**src/rtl/fifo_pkg.sv**
```systemverilog
// Shared types, default sizes and helpers for the synchronous FIFO.
package fifo_pkg;

  typedef enum logic [1:0] {
    lectura,
    escritura,
    reset
  } tipo_trans;

  localparam int FIFO_WIDTH_DEF = 16;
  localparam int FIFO_DEPTH_DEF = 8;

  // Pointer width needed to index 'd' entries.
  function automatic int ptr_w(input int d);
    return $clog2(d);
  endfunction

endpackage

```
**src/rtl/fifo_mem.sv**
```systemverilog
// Storage array for the FIFO: synchronous write, combinational read, no reset.
module fifo_mem #(
  parameter int width = 16,
  parameter int depth = 8,
  parameter int aw    = 3
) (
  input  logic             clk,
  input  logic             we,
  input  logic [aw-1:0]    waddr,
  input  logic [width-1:0] wdata,
  input  logic [aw-1:0]    raddr,
  output logic [width-1:0] rdata
);

  logic [width-1:0] mem [depth];

  // Write port: contents are deliberately left unreset.
  always_ff @(posedge clk) begin
    if (we) mem[waddr] <= wdata;
  end

  assign rdata = mem[raddr];

endmodule

```
**src/rtl/fifo_sync.sv**
```systemverilog
// Single-clock first-word-fall-through FIFO with registered status flags
// and one-cycle overflow/underflow pulses for illegal accesses.
module fifo_sync
  import fifo_pkg::*;
#(
  parameter int width = FIFO_WIDTH_DEF,
  parameter int depth = FIFO_DEPTH_DEF
) (
  input  logic                         clk,
  input  logic                         rst,
  input  logic                         push,
  input  logic                         pop,
  input  logic [width-1:0]             dato_in,
  output logic [width-1:0]             dato_out,
  output logic                         pndng,
  output logic                         full,
  output logic                         overflow,
  output logic                         underflow,
  output logic [$clog2(depth+1)-1:0]   count
);

  localparam int aw = ptr_w(depth);
  localparam int cw = $clog2(depth + 1);

  logic [aw-1:0]    wr_ptr;
  logic [aw-1:0]    rd_ptr;
  logic [cw-1:0]    count_nxt;
  logic [width-1:0] rdata;
  logic             do_push;
  logic             do_pop;
  logic             ovf_nxt;
  logic             unf_nxt;

  fifo_mem #(
    .width (width),
    .depth (depth),
    .aw    (aw)
  ) u_mem (
    .clk   (clk),
    .we    (do_push),
    .waddr (wr_ptr),
    .wdata (dato_in),
    .raddr (rd_ptr),
    .rdata (rdata)
  );

  // Accept decisions: a full FIFO still takes a push when a pop frees the head
  // in the same cycle; a pop on empty is ignored even with a concurrent push.
  always_comb begin
    do_push   = push && (!full || pop);
    do_pop    = pop && pndng;
    ovf_nxt   = push && full && !pop;
    unf_nxt   = pop && !pndng;
    count_nxt = count;
    case ({do_push, do_pop})
      2'b10:   count_nxt = count + cw'(1);
      2'b01:   count_nxt = count - cw'(1);
      default: count_nxt = count;
    endcase
  end

  // Pointers, occupancy, flags and error pulses.
  always_ff @(posedge clk or posedge rst) begin
    if (rst) begin
      wr_ptr    <= '0;
      rd_ptr    <= '0;
      count     <= '0;
      pndng     <= 1'b0;
      full      <= 1'b0;
      overflow  <= 1'b0;
      underflow <= 1'b0;
    end else begin
      if (do_push) wr_ptr <= wr_ptr + aw'(1);
      if (do_pop)  rd_ptr <= rd_ptr + aw'(1);
      count     <= count_nxt;
      pndng     <= (count_nxt != '0);
      full      <= (count_nxt == cw'(depth));
      overflow  <= ovf_nxt;
      underflow <= unf_nxt;
    end
  end

  assign dato_out = (count == '0) ? '0 : rdata;

endmodule
```
**config.mk**
```make
export PLATFORM = sky130hd
export DESIGN_NAME = fifo_sync
export DESIGN_NICKNAME = d
export VERILOG_FILES = /design/src/rtl/fifo_pkg.sv /design/src/rtl/fifo_mem.sv /design/src/rtl/fifo_sync.sv
export SDC_FILE = /design/constraint.sdc
export NUM_CORES = 1
export LEC_CHECK = 0
export ABC_AREA = 1
export CORE_MARGIN = 5
export CORE_UTILIZATION = 45
export DETAILED_ROUTE_END_ITERATION = 12
export GPL_TIMING_DRIVEN = 0
export PLACE_DENSITY = 0.67
export REMOVE_ABC_BUFFERS = 1
export SLEW_MARGIN = 40
export SYNTH_ARGS = -nofsm -noshare
export SYNTH_HDL_FRONTEND = slang
export SYNTH_SLANG_ARGS = --single-unit
```
**constraint.sdc**
```tcl
create_clock -name clk -period 3.74 [get_ports clk]
set_input_delay 0.374 -clock clk [delete_from_list [all_inputs] [get_ports clk]]
set_output_delay 0.374 -clock clk [all_outputs]
set_load 0.02 [all_outputs]
```
# == Yosys cells after proc, flatten, opt, wreduce, memory -nomap -nowiden ==
# Memories as Yosys holds them, arrays and structs flattened.
# Index checks and enable logic that the tools add are counted.
# word_totals
ff_bits,14
ram_bits,128
in_bits,20
out_inout_bits,24
word_cells,30
mem_count,1
# memory_table
name,words,word_bits,read_ports,rd_clocked_by_memory_dff,wr,line_no,source
u_mem.mem,8,16,1,0,1,fifo_mem.sv:15,logic [width-1:0] mem [depth];
# op_classes
n_addsub,4
eq_ne,3
n_mux,4
reduce_logical,11
# ops
cell,n
$mux 16,1
$pmux 4 s2,1
$add 3x1->3 const B,2
$logic_and 1x1->1,5
$add 4x1->4 const B,1
$eq 4x4->1 const B,1
$logic_not 4->1,1
$reduce_bool 4->1,1
$sub 4x1->4 const B,1
$logic_not 1->1,3
$eq 2x1->1 const B,1
$eq 2x2->1 const B,1
$mux 1,2
$logic_or 1x1->1,1

# == Longest topological paths before layout ==
# Gate-level depths: netlist of run 1.
# logic_depth
depth_word,6
mapped_depth,12
depth_no_buf,12

# == Hierarchy ==
# From an unflattened synthesis of run 1, not the netlist that was laid out.
# hier_totals
hier_cells,683
area_unflattened_um2,6513.7
# modules_own_cells
mod,instances,cells_per_inst,area_each_um2,seq_area_each_um2
fifo_mem,1,571,5669.2,3843.7
fifo_sync,1,112,844.6,350.3

# == Worst setup path before layout of run 1 ==
# Ideal clock, no wire load.
# synth_timing
path_kind,register -> register
from,register full
to,memory u_mem.mem[0][0] (enable)
setup_time_ns,0.388
t_arrival_ns,1.723
required_time_ns,3.352
setup_slack_ns,1.629
path_stages_with_launch,5
n_path_buf,0
synth_period_minus_slack_ns,2.111
cell_sequence,dfrtp_1 a21oi_4 inv_1 or2_1 nor2_1
# synth_between
elab_chain_len,5
# synth_rtl
item,line_no,source
from (decl),fifo_sync.sv:16,"output logic full,"
from (signal assigned),fifo_sync.sv:77,full <= (count_nxt == cw'(depth));
$logic_not 1->1,fifo_sync.sv:50,do_push = push && (!full || pop);
$logic_or 1x1->1,fifo_sync.sv:50,
$logic_and 1x1->1,fifo_sync.sv:50,
$mux 1,fifo_mem.sv:19,if (we) mem[waddr] <= wdata;
$mux 1 (not written as such),fifo_mem.sv:19,
to (decl),fifo_mem.sv:15,
# No other way between the ends.

# == Final worst setup path of run 1 ==
# layout_timing
from,register rd_ptr[0]
to,output dato_out[2]
# layout_between
elab_chain_len,2
# layout_rtl
item,line_no,source
from (decl),fifo_sync.sv:26,logic [aw-1:0] rd_ptr;
from (signal assigned),fifo_sync.sv:74,if (do_pop) rd_ptr <= rd_ptr + aw'(1);
$mem_v2 8x16,-,
$mux 16,fifo_sync.sv:83,assign dato_out = (count == '0) ? '0 : rdata;
to (decl),fifo_sync.sv:14,"output logic [width-1:0] dato_out,"
# No other way between the ends.

==> results of run 1 <==
-- per-stage QoR --
stage | cell area [um^2] | worst slack (ns) | total power, uW
floorplan | 5700 | 1.16 | 3580
CTS | 7170 | 0.278 | 6210
global route | 7170 | 0.0564 | 6510
finish | 7170 | 0.292 | 6150
detailed placement | 6620 | 0.752 | 4650
global placement | 6350 | -0.472 | 4400
-- sequential cells by signal (all words and copies together), names as in the netlist --
name,flops
rd_ptr,3
overflow,1
count,4
pndng,1
full,1
u_mem.mem,128
wr_ptr,3
underflow,1
-- synth_stat cells (all sizes together) --
cell type  instances
edfxtp           128
xnor2              1
nor2             142
nand4              3
buf               20
xor2               4
o21ai             51
clkbuf             5
o32ai             32
ha                 4
or2                1
nand3              4
a21oi              2
inv               19
dfrtp             14
o211ai             1
nand2             27
-- worst max-delay path, cell delays in order, from the launching register on --
cell and delay (ns):
dfrtp_4 0.59, buf_12 0.22, inv_4 0.54, nor2_1 0.09, o32ai_1 0.27, o21ai_0 0.12, nor2_1 0.16, clkdlybuf4s50_1 0.63
-- power by group --
part           leakage, uW  internal [uW]  switching (uW)  total [uW]
Sequential         0.00133           2030             240        2270
Clock             0.000260            910             634        1540
Combinational     0.000895            949            1390        2340
-- cells by family after synthesis --
logic type,synth area share
DFF,0.714
buffers and inverters,0.0416
AOI/OAI and AO/OA,0.111
adders and majority gates,0.00853
and+or+nand+nor,0.117
xor gates and xnor gates,0.00746
-- final cells by class --
class	instances	share of cell area
sequential	142	0.586
inverter	19	0.0103
multi-input combinational	272	0.208
timing repair buffer	54	0.0885
tap	172	0.0300
clock inverter	14	0.0166
clock buffer	18	0.0599
-- how the worst min path moves through the flow --
stage / startpoint / slack (ns) / to / depth (start not counted)
floorplan: rst / 0.26 / count[0]$_DFF_PP0_ / 1
global placement: wr_ptr[0]$_DFFE_PP0P_ / 0.51 / wr_ptr[0]$_DFFE_PP0P_ / 2
detailed placement: pndng$_DFF_PP0_ / 0.52 / underflow$_DFF_PP0_ / 1
CTS: rst / 0.31 / rd_ptr[0]$_DFFE_PP0P_ / 2
global route: rst / 0.35 / rd_ptr[1]$_DFFE_PP0P_ / 2
finish: rst / 0.30 / rd_ptr[0]$_DFFE_PP0P_ / 2
-- metal layers --
metal / share of wire / vias to the layer above
li1: - / 1746
met1: 0.42 / 1832
met2: 0.51 / 112
met3: 0.053 / 18
met4: 0.015 / 0
met5: 0 / -
==> key figures, run 1 <==
Clocking
  • Post-CTS Hold Fix Bufs: 0
  • CTS tree: built
  • Clock Tree Root: clkbuf_16
  • CTS H-tree lvls: 4
  • TritonCTS Buffers: 17
  • CTS Buffer Depth: 2
  • Clock Sinks: 142
  • Reg clk slew, reported paths: 0.06 ns
  • CTS resizes: 0
  • Postcts setup bufs: 0
  • Insertion delay to the later sink of the worst-skew pair: 0.42 ns

STA
  • Pins Over Slew Limit: 0
  • Crit path time final: roughly 3.4 ns
  • Hold WS: roughly 0.30 ns
  • Final Hold Fails: 0
  • Slew headroom: 0.518
  • Clock Skews: about 0.0091 ns
  • RSZ-0062 raised after global routing: no
  • Fin Setup TNS: 0 ns
  • Slew at the pin closest to its max-slew limit: between 0.7 and 0.8 ns
  • FMAX: slightly below 0.3 GHz
  • Setup violators final: 0
  • Fin crit share: 0.922

GRT
  • M1 GR Usage: 0.203
  • Met3 Track Usage GR: 0.0502
  • GRT Overall Usage: 0.168
  • GRT busiest layer: met2
  • Vias in the first global route: 3936
  • First-pass GRT wire length: roughly 20 mm
  • Met2 usage: 0.289
  • Total global routing overflow: 0
  • Pin count of the biggest net entering global routing: 66
  • Initial antenna violation count: 0

Synthesis
  • Yosys cell types: 28
  • Cell taking the most area after synthesis: edfxtp_1
  • Synth area leaders: edfxtp_1, nor2_1, dfrtp_1
  • Synthesized area: between 5000 and 6000 um^2
  • Mapped Avg Cell Area: around 13 um^2
  • Yosys top cell area share: 0.655
  • Synth warnings: 0
  • Sequential area share after synthesis: 0.714
  • Number of synthesized register bits: around 140
  • Syn Inst Count: about 460

Setup path
  • Crit Path Max Fanout: 65
  • Crit path DAT: approximately 3 ns
  • RR Startpoint: full$_DFF_PP0_
  • CP Capture Type: output pin
  • Startpoint Class: register
  • Setup slack, reg-to-reg: 1.79 ns
  • Reg2Reg Depth: 5
  • Worst Setup Path Type: register to output pin
  • CP required: approximately 3.4 ns
  • Critical path origin: rd_ptr[0]$_DFFE_PP0P_
  • Worst R2R End: u_mem.mem[0][14]$_DFFE_PP_
  • Setup crit end: dato_out[2]

Finish
  • Nets: 530
  • Most frequent cells in the layout: nor2_1, edfxtp_1, o21ai_0, clkdlybuf4s50_1, nand2_1
  • Syn-to-layout area delta: 22.1%
  • Non-Filler Instances: 691
  • Commonest non-fill, non-tap cell in the layout: nor2_1
  • FILL cells: 1053
  • Multi-input gate area: approximately 1500 um^2
  • Seq. cell area: approximately 4200 um^2
  • Share of cells above drive strength 1: 0.135
  • Layout Utilization: 0.563
  • Ant diodes: 0

Power
  • Maximum VDD drop: approximately 500 uV
  • Pwr Density: 858 nW/um^2
  • Static Leak: around 0.0025 uW

Floorplanning
  • Starting Density: 0.461
  • Area of the core: roughly 13000 um^2
  • Ports: between 40 and 50
  • Die area: about 15000 um^2
  • Die height: 124 um
  • Row count: between 40 and 50
  • Die extent in x: around 120 um

Place
  • Port buffer count: 43
  • Placed Instances: approximately 660
  • Final Wtd Congestion: between 0.7 and 0.8
  • Dpl hpwl: roughly 7.5 mm

Detailed routing
  • Vias per inst: 5.37
  • Starting DRT DRC Count: 249
  • DR vias: approximately 3700
  • Routed Antenna Nets: 0
  • DR WL/cell: 18.2 um
  • Post-Route WL: about 13 mm
  • DRC errors left: 0
  • TritonRoute pass-1 iters: 4

Job
  • Max Cap Viol: 0

Worst hold path
  • Hold/Removal Path Class: primary input to asynchronous set/reset pin

Outcome
  • Outcome: complete, no violations
No activity file was read; power rests on OpenSTA's default activity.
==> run 2, diff against run 1 <==
- ABC_AREA: 1 -> not set
==> key figures, run 2 <==
Outcome
  • Outcome: complete, no violations

Finish
  • Multi-input gate area: 1390 um^2 (-6.9%)
  • Share of cells above drive strength 1: 0.242 (+0.107)
  • Fin area: 6970 um^2 (-2.7%)
  • Layout Utilization: 0.576 (+0.0122)
  • Ant diodes: 0 (unchanged)
  • Seq. cell area: 4200 um^2 (unchanged)
  • Max reg flops: 128 (unchanged)
  • Most frequent cells in the layout: edfxtp_1, clkdlybuf4s50_1, mux4_2, nor2_1, clkbuf_16
  • Largest regs: u_mem.mem: 128 flops, count: 4 flops
  • Syn-to-layout area delta: 24.7%
  • Nets: 364 (-31%)
  • FILL cells: 935 (-11%)
  • Largest Register: u_mem.mem
  • Commonest non-fill, non-tap cell in the layout: edfxtp_1

GRT
  • Vias in the first global route: 2915 (-26%)
  • GRT Overall Usage: 0.151 (-0.0170)
  • Initial antenna violation count: 0 (unchanged)
  • Pin count of the biggest net entering global routing: 35 (-47%)
  • Total global routing overflow: 0 (unchanged)
  • First-pass GRT wire length: 16.2 mm (-20%)

STA
  • Crit path time final: 2.95 ns (-0.495 ns)
  • Slew at the pin closest to its max-slew limit: 0.645 ns (-0.0777 ns)
  • Clock Skews: 0.00886 ns (-0.000271 ns)
  • RSZ-0062 raised after global routing: no
  • Hold WS: 0.322 ns (+0.0268 ns)
  • FMAX: 0.339 GHz (+17%)
  • Fin worst setup slack: 0.787 ns (+0.495 ns)
  • Slew headroom: 0.570 (+0.0524)
  • Pins Over Slew Limit: 0 (unchanged)
  • Setup violators final: 0 (unchanged)
  • Final Hold Fails: 0 (unchanged)
  • Fin crit share: 0.790 (-0.132)
  • Fin Setup TNS: 0 ns (unchanged)

Floorplanning
  • Die extent in x: 121 um (-2.2%)
  • Row count: 40 (-2.4%)
  • Ports: 44 (unchanged)
  • Starting Density: 0.462 (about the same)
  • Area of the core: 12100 um^2 (-4.8%)
  • Die height: 121 um (-2.2%)
  • Die area: 14800 um^2 (-4.4%)

Place
  • Post-place setup slack: 0.875 ns (+0.123 ns)
  • Port buffer count: 43 (unchanged)
  • Final Wtd Congestion: 0.698 (-4.8%)
  • Cell Area, Placed: 6410 um^2 (-3.1%)
  • Dpl hpwl: 6.54 mm (-13%)

Detailed routing
  • Vias per inst: 5.24 (-2.4%)
  • Top sig layer: met4
  • DR WL/cell: 19.5 um (+7.2%)
  • Met3 Wirelength: 443 um (-34%)
  • DR vias: 2719 (-27%)
  • TritonRoute pass-1 iters: 4 (unchanged)
  • Post-Route WL: 10.1 mm (-19%)
  • DRC errors left: 0 (unchanged)
  • Routed Antenna Nets: 0 (unchanged)
  • Routed metal-1 wire length: 4.50 mm (-15%)
  • Starting DRT DRC Count: 238 (-4.4%)
  • Met2 wire len: 5.09 mm (-21%)

Synthesis
  • Syn Inst Count: 278 (-39%)
  • Cell taking the most area after synthesis: edfxtp_1
  • Commonest cells in the netlist: edfxtp_1, mux4_2, nor2_1, mux2i_1, dfrtp_1
  • Yosys top cell area share: 0.688 (+0.0328)
  • Synth Flop Type: edfxtp_1
  • Synth warnings: 0 (unchanged)
  • Most instantiated library cell after synthesis: edfxtp_1
  • Ys async rst share: 0.0986 (unchanged)
  • Post-synth EDFFs: 128 (unchanged)
  • Yosys cell types: 29 (+3.6%)
  • Sequential area share after synthesis: 0.750 (+0.0358)
  • Synthesized area: 5590 um^2 (-4.8%)
  • Synth area leaders: edfxtp_1, mux4_2, dfrtp_1
  • Number of synthesized register bits: 142 (unchanged)
  • Mapped Avg Cell Area: 20.1 um^2 (+57%)

Power
  • Clk pwr share: 0.275 (+0.024)
  • Pwr Density: 839 nW/um^2 (-2.3%)
  • Static Leak: 0.00236 uW (-5.0%)
  • Comb power frac: 0.327 (-0.054)
  • Net Sw Frac: 0.305 (-0.0636)
  • Internal power: 4060 uW (+4.6%)
  • Net Switching: 1780 uW (-21%)
  • Maximum VDD drop: 449 uV (-11%)
  • Seq pwr share: 0.398 (+0.030)

Clocking
  • CTS Buffer Depth: 2 (unchanged)
  • Post-CTS Hold Fix Bufs: 0 (unchanged)
  • Clock Tree Root: clkbuf_16
  • Insertion delay to the later sink of the worst-skew pair: 0.41 ns (about the same)
  • TritonCTS Buffers: 17 (unchanged)
  • Postcts setup bufs: 0 (unchanged)
  • Reg clk slew, reported paths: 0.06 ns (about the same)
  • Clock Sinks: 142 (unchanged)
  • CTS resizes: 0 (unchanged)
  • CTS tree: built
  • CTS H-tree lvls: 4 (unchanged)

Worst hold path
  • Hold/Removal Path Class: primary input to asynchronous set/reset pin

Setup path
  • Worst path cell trace: buf_12, mux4_2, mux2i_1, nor2_1, clkdlybuf4s50_1
  • Critical path's top delay family: buffers and inverters
  • CP required: 3.37 ns (about the same)
  • Max stage delay cell, worst path: dfrtp_4
  • Crit-path max cell delay: 0.57 ns (-0.06 ns)
  • Crit Path Max Fanout: 24 (-63%)
  • CP Buf/Inv Count: 2 (-1)
  • Crit path DAT: 2.58 ns (-0.49 ns)
  • Startpoint Class: register
  • Worst Setup Path Type: register to output pin
  • CP Capture Type: output pin

Job
  • Max Cap Viol: 0 (unchanged)
run 2: cell types whose count changed after synthesis, moves of 5 or more:
cell / delta
nor2_1: -116
o21ai_0: -45
mux4_2: +32
o32ai_1: -21
nand2_1: -17
mux2i_1: +16
inv_1: -13
o32ai_2: -11
o21ai_1: -6
xnor2_1: +6
buf_2: -5
run 2: path summary, 6_finish.rpt:
check	slack, ns	cells after the start	from	end
max reg2reg	1.52	5	full$_DFF_PP0_	u_mem.mem[0][10]$_DFFE_PP_
min in group clk	0.54	2	wr_ptr[0]$_DFFE_PP0P_	wr_ptr[0]$_DFFE_PP0P_
max in group asynchronous	2.99	2	rst	rd_ptr[1]$_DFFE_PP0P_
min reg2reg	0.54	2	wr_ptr[0]$_DFFE_PP0P_	wr_ptr[0]$_DFFE_PP0P_
min	0.32	2	rst	wr_ptr[2]$_DFFE_PP0P_
max	0.79	5	rd_ptr[0]$_DFFE_PP0P_	dato_out[4]
run 2: kinds of logic (layout without fill, tap and decap cells):
logic type / count (synthesis) / count (layout) / share of synthesized area
flops: 142 / 142 / 0.750
buf+inv: 17 / 90 / 0.0125
mux: 51 / 51 / 0.164
simple gates: 51 / 51 / 0.0468
xor+xnor: 8 / 8 / 0.0125
fa+ha+maj: 4 / 4 / 0.00895
compound gates: 5 / 5 / 0.00537
run 2: per-stage QoR:
step / instances / total power [uW]
after global placement: 476 / 4160
after CTS: 519 / 5920
after floorplan: 265 / 3430
after global routing: 519 / 6160
after detailed placement: 489 / 4320
final: 519 / 5850
run 2: cell type report:
class,instances,area share
sequential,142,0.603
multi-input combinational,119,0.199
timing repair buffer,56,0.0851
clock buffer,20,0.0626
tap,168,0.0302
clock inverter,10,0.0176
inverter,4,0.00215
run 2: power groups by stage:
stage	clock (uW)	sequential [uW]	combinational, uW
2_1_floorplan	0	2340	1090
3_3_place_gp	0	2410	1740
3_5_place_dp	0	2370	1950
4_1_cts	1630	2340	1960
5_1_grt	1710	2370	2080
6_report	1610	2330	1910
run 2: routing by layer:
metal  vias to the layer above  track usage
li1                       1231            -
met4                         0       0.0483
met2                        53        0.248
met3                         9       0.0494
met1                      1426        0.192
met5                         -            0
run 2: worst register-to-register path, stage by stage, from the launching register on:
cell and delay [ns]:
dfrtp_1 0.38, nand2b_1 0.15, nand2_1 0.14, or2_2 0.41, nor3_2 0.50, buf_2 0.33
==> run 3, diff against run 2 <==
- PLACE_DENSITY: 0.67 -> 0.7
- clock period: 3.74 -> 2.5 ns (I/O delays scaled with it)
==> key figures, run 3 (same netlist as run 2, synthesis figures left out) <==
Setup path
  • Critical path's top delay family: multiplexers
  • Crit-path max cell delay: 0.53 ns (-0.04 ns)
  • Setup slack, reg-to-reg: 0.38 ns (-1.14 ns)
  • RR Startpoint: full$_DFF_PP0_
  • Reg2Reg Depth: 8 (+3)
  • CP Capture Type: output pin
  • Worst R2R End: pndng$_DFF_PP0_
  • CP Buf/Inv Count: 2 (unchanged)
  • CP required: 2.25 ns (-1.12 ns)
  • Startpoint Class: register
  • Crit Path Max Fanout: 12 (-50%)
  • Worst Setup Path Type: register to output pin
  • Crit path DAT: 2.14 ns (-0.44 ns)
  • Max stage delay cell, worst path: mux4_2
  • Worst path cell trace: buf_16, mux4_2, mux2i_2, nor2_1, dlygate4sd2_1

Clocking
  • Clock Sinks: 142 (unchanged)
  • CTS tree: built
  • CTS H-tree lvls: 4 (unchanged)
  • CTS Buffer Depth: 2 (unchanged)
  • Reg clk slew, reported paths: 0.06 ns (about the same)
  • TritonCTS Buffers: 17 (unchanged)
  • Clock Tree Root: clkbuf_16
  • Post-CTS Hold Fix Bufs: 0 (unchanged)
  • Insertion delay to the later sink of the worst-skew pair: 0.41 ns (about the same)

GRT
  • Total global routing overflow: 0 (unchanged)
  • GRT Overall Usage: 0.157 (+0.00568)
  • First-pass GRT wire length: 16.8 mm (+3.4%)
  • Pin count of the biggest net entering global routing: 25 (-29%)
  • Initial antenna violation count: 0 (unchanged)
  • Vias in the first global route: 2939 (+0.82%)

Outcome
  • Outcome: complete, no violations

STA
  • FMAX: about 0.42 GHz
  • Final Hold Fails: 0 (unchanged)
  • Slew at the pin closest to its max-slew limit: 0.615 ns (-0.0302 ns)
  • Slew headroom: 0.590 (+0.0201)
  • Setup violators final: 0 (unchanged)
  • Pins Over Slew Limit: 0 (unchanged)
  • RSZ-0062 raised after global routing: no
  • Clock Skews: 0.00839 ns (-0.000462 ns)
  • Crit path time final: ~2.4 ns
  • Fin crit share: 0.957

Detailed routing
  • DR WL/cell: 20.6 um (+5.6%)
  • Vias per inst: 5.28 (+0.74%)
  • Starting DRT DRC Count: 263 (+11%)
  • Routed Antenna Nets: 0 (unchanged)
  • TritonRoute pass-1 iters: 4 (unchanged)
  • DR vias: 2776 (+2.1%)
  • Post-Route WL: 10.9 mm (+7.0%)
  • DRC errors left: 0 (unchanged)

Power
  • Comb power frac: 0.335 (+0.008)
  • Static Leak: 0.00245 uW (+4.0%)
  • Internal power: 5990 uW (+47%)
  • Clk pwr share: 0.280 (+0.005)
  • Seq pwr share: 0.385 (-0.013)
  • Pwr Density: 1250 nW/um^2 (+49%)
  • Net Sw Frac: 0.321 (+0.0161)
  • Net Switching: 2830 uW (+59%)
  • Maximum VDD drop: 772 uV (+72%)

Finish
  • Seq. cell area: 4200 um^2 (unchanged)
  • Fin area: 7060 um^2 (+1.3%)
  • Share of cells above drive strength 1: 0.274 (+0.0316)
  • Largest Register: u_mem.mem
  • Nets: 369 (+1.4%)
  • Layout Utilization: 0.583 (+0.00764)
  • Max reg flops: 128 (unchanged)
  • Syn-to-layout area delta: 26.3%
  • Largest regs: u_mem.mem: 128 flops, count: 4 flops
  • FILL cells: 896 (-4.2%)
  • Ant diodes: 0 (unchanged)
  • Multi-input gate area: 1390 um^2 (+0.27%)
  • Commonest non-fill, non-tap cell in the layout: edfxtp_1
  • Most frequent cells in the layout: edfxtp_1, mux4_2, clkdlybuf4s50_1, nor2_1, clkbuf_16

Floorplanning
  • Starting Density: 0.462 (unchanged)
  • Die area: 14800 um^2 (unchanged)
  • Die height: 121 um (unchanged)
  • Die extent in x: 121 um (unchanged)
  • Ports: 44 (unchanged)
  • Row count: 40 (unchanged)
  • Area of the core: 12100 um^2 (unchanged)

Job
  • Max Cap Viol: 0 (unchanged)

Place
  • Port buffer count: 43 (unchanged)
  • Final Wtd Congestion: 0.696 (-0.27%)
  • Cell Area, Placed: 6440 um^2 (+0.45%)
  • Dpl hpwl: 6.92 mm (+5.7%)

Worst hold path
  • Hold/Removal Path Class: primary input to asynchronous set/reset pin
run 3: changes by cell type in the layout (fill, tap and decap cells not counted), sizes merged:
cell / before / now
buf: 13 / 17
bufinv: 3 / 2
clkbuf: 20 / 19
clkdlybuf4s50: 43 / 27
clkinv: 6 / 4
clkinvlp: 1 / 2
dlygate4sd2: 0 / 14
dlymetal6s2s: 0 / 2
inv: 4 / 10
run 3: worst max-delay path by stage:
| stage | from | to | slack, ns | cells past startpoint |
|---|---|---|---|---|
| after floorplan | rd_ptr[0]$_DFFE_PP0P_ | dato_out[0] | -0.07 | 3 |
| after global placement | pop | u_mem.mem[0][15]$_DFFE_PP_ | -1.59 | 5 |
| after detailed placement | pop | pndng$_DFF_PP0_ | -0.14 | 9 |
| after CTS | rd_ptr[0]$_DFFE_PP0P_ | dato_out[11] | -0.12 | 5 |
| after global routing | rd_ptr[0]$_DFFE_PP0P_ | dato_out[13] | 0.003 | 5 |
| final | rd_ptr[0]$_DFFE_PP0P_ | dato_out[9] | 0.11 | 5 |
run 3: area by class of cell:
cell class,count,area share
Multi-Input combinational cell,119,0.197
Timing Repair Buffer,61,0.0928
Clock buffer,18,0.0608
Tap cell,168,0.0298
Sequential cell,142,0.595
Clock inverter,14,0.0221
Inverter,4,0.00213
run 3: worst register-to-register path, cell delays in order, from the launching register on:
cell      delay [ns]
dfrtp_1         0.38
nand2b_1        0.16
nand2_1         0.14
ha_1            0.27
nand2b_1        0.15
or4_1           0.40
a31oi_1         0.21
xnor2_1         0.19
nand2_1         0.09
run 3: repair_timing:
item                                    4_1_cts  5_1_grt
resized for setup                            15        5
gates cloned                                  0        1
setup buffers                                 1        0
endpoints found under the setup margin       16        7
run 3: metal layers:
layer | GRT usage | part of all wire | vias up
li1 | - | - | 1244
met1 | 0.202 | 0.42 | 1455
met2 | 0.259 | 0.52 | 68
met3 | 0.0485 | 0.047 | 9
met4 | 0.0441 | 0.0088 | 0
met5 | 0 | 0 | -
run 3: power by group through the flow:
stage	Combinational, uW	Clock (uW)	Sequential (uW)
finish	2950	2470	3400
global route	3190	2640	3440
CTS	2960	2520	3380
detailed placement	3030	0	3470
global placement	2590	0	3600
floorplan	1630	0	3500
run 3: stage by stage:
| stage | total power, uW | hold WS (ns) | instances | worst slack (ns) | TNS, ns |
|---|---|---|---|---|---|
| 2_1_floorplan | 5130 | 0.139 | 265 | -0.0652 | -2.08 |
| 3_3_place_gp | 6200 | 0.504 | 476 | -1.59 | -124.69 |
| 3_5_place_dp | 6500 | 0.533 | 492 | -0.136 | -0.628 |
| 4_1_cts | 8860 | 0.195 | 525 | -0.117 | -0.233 |
| 5_1_grt | 9270 | 0.230 | 526 | 0.00295 | 0 |
| 6_report | 8820 | 0.206 | 526 | 0.108 | 0 |
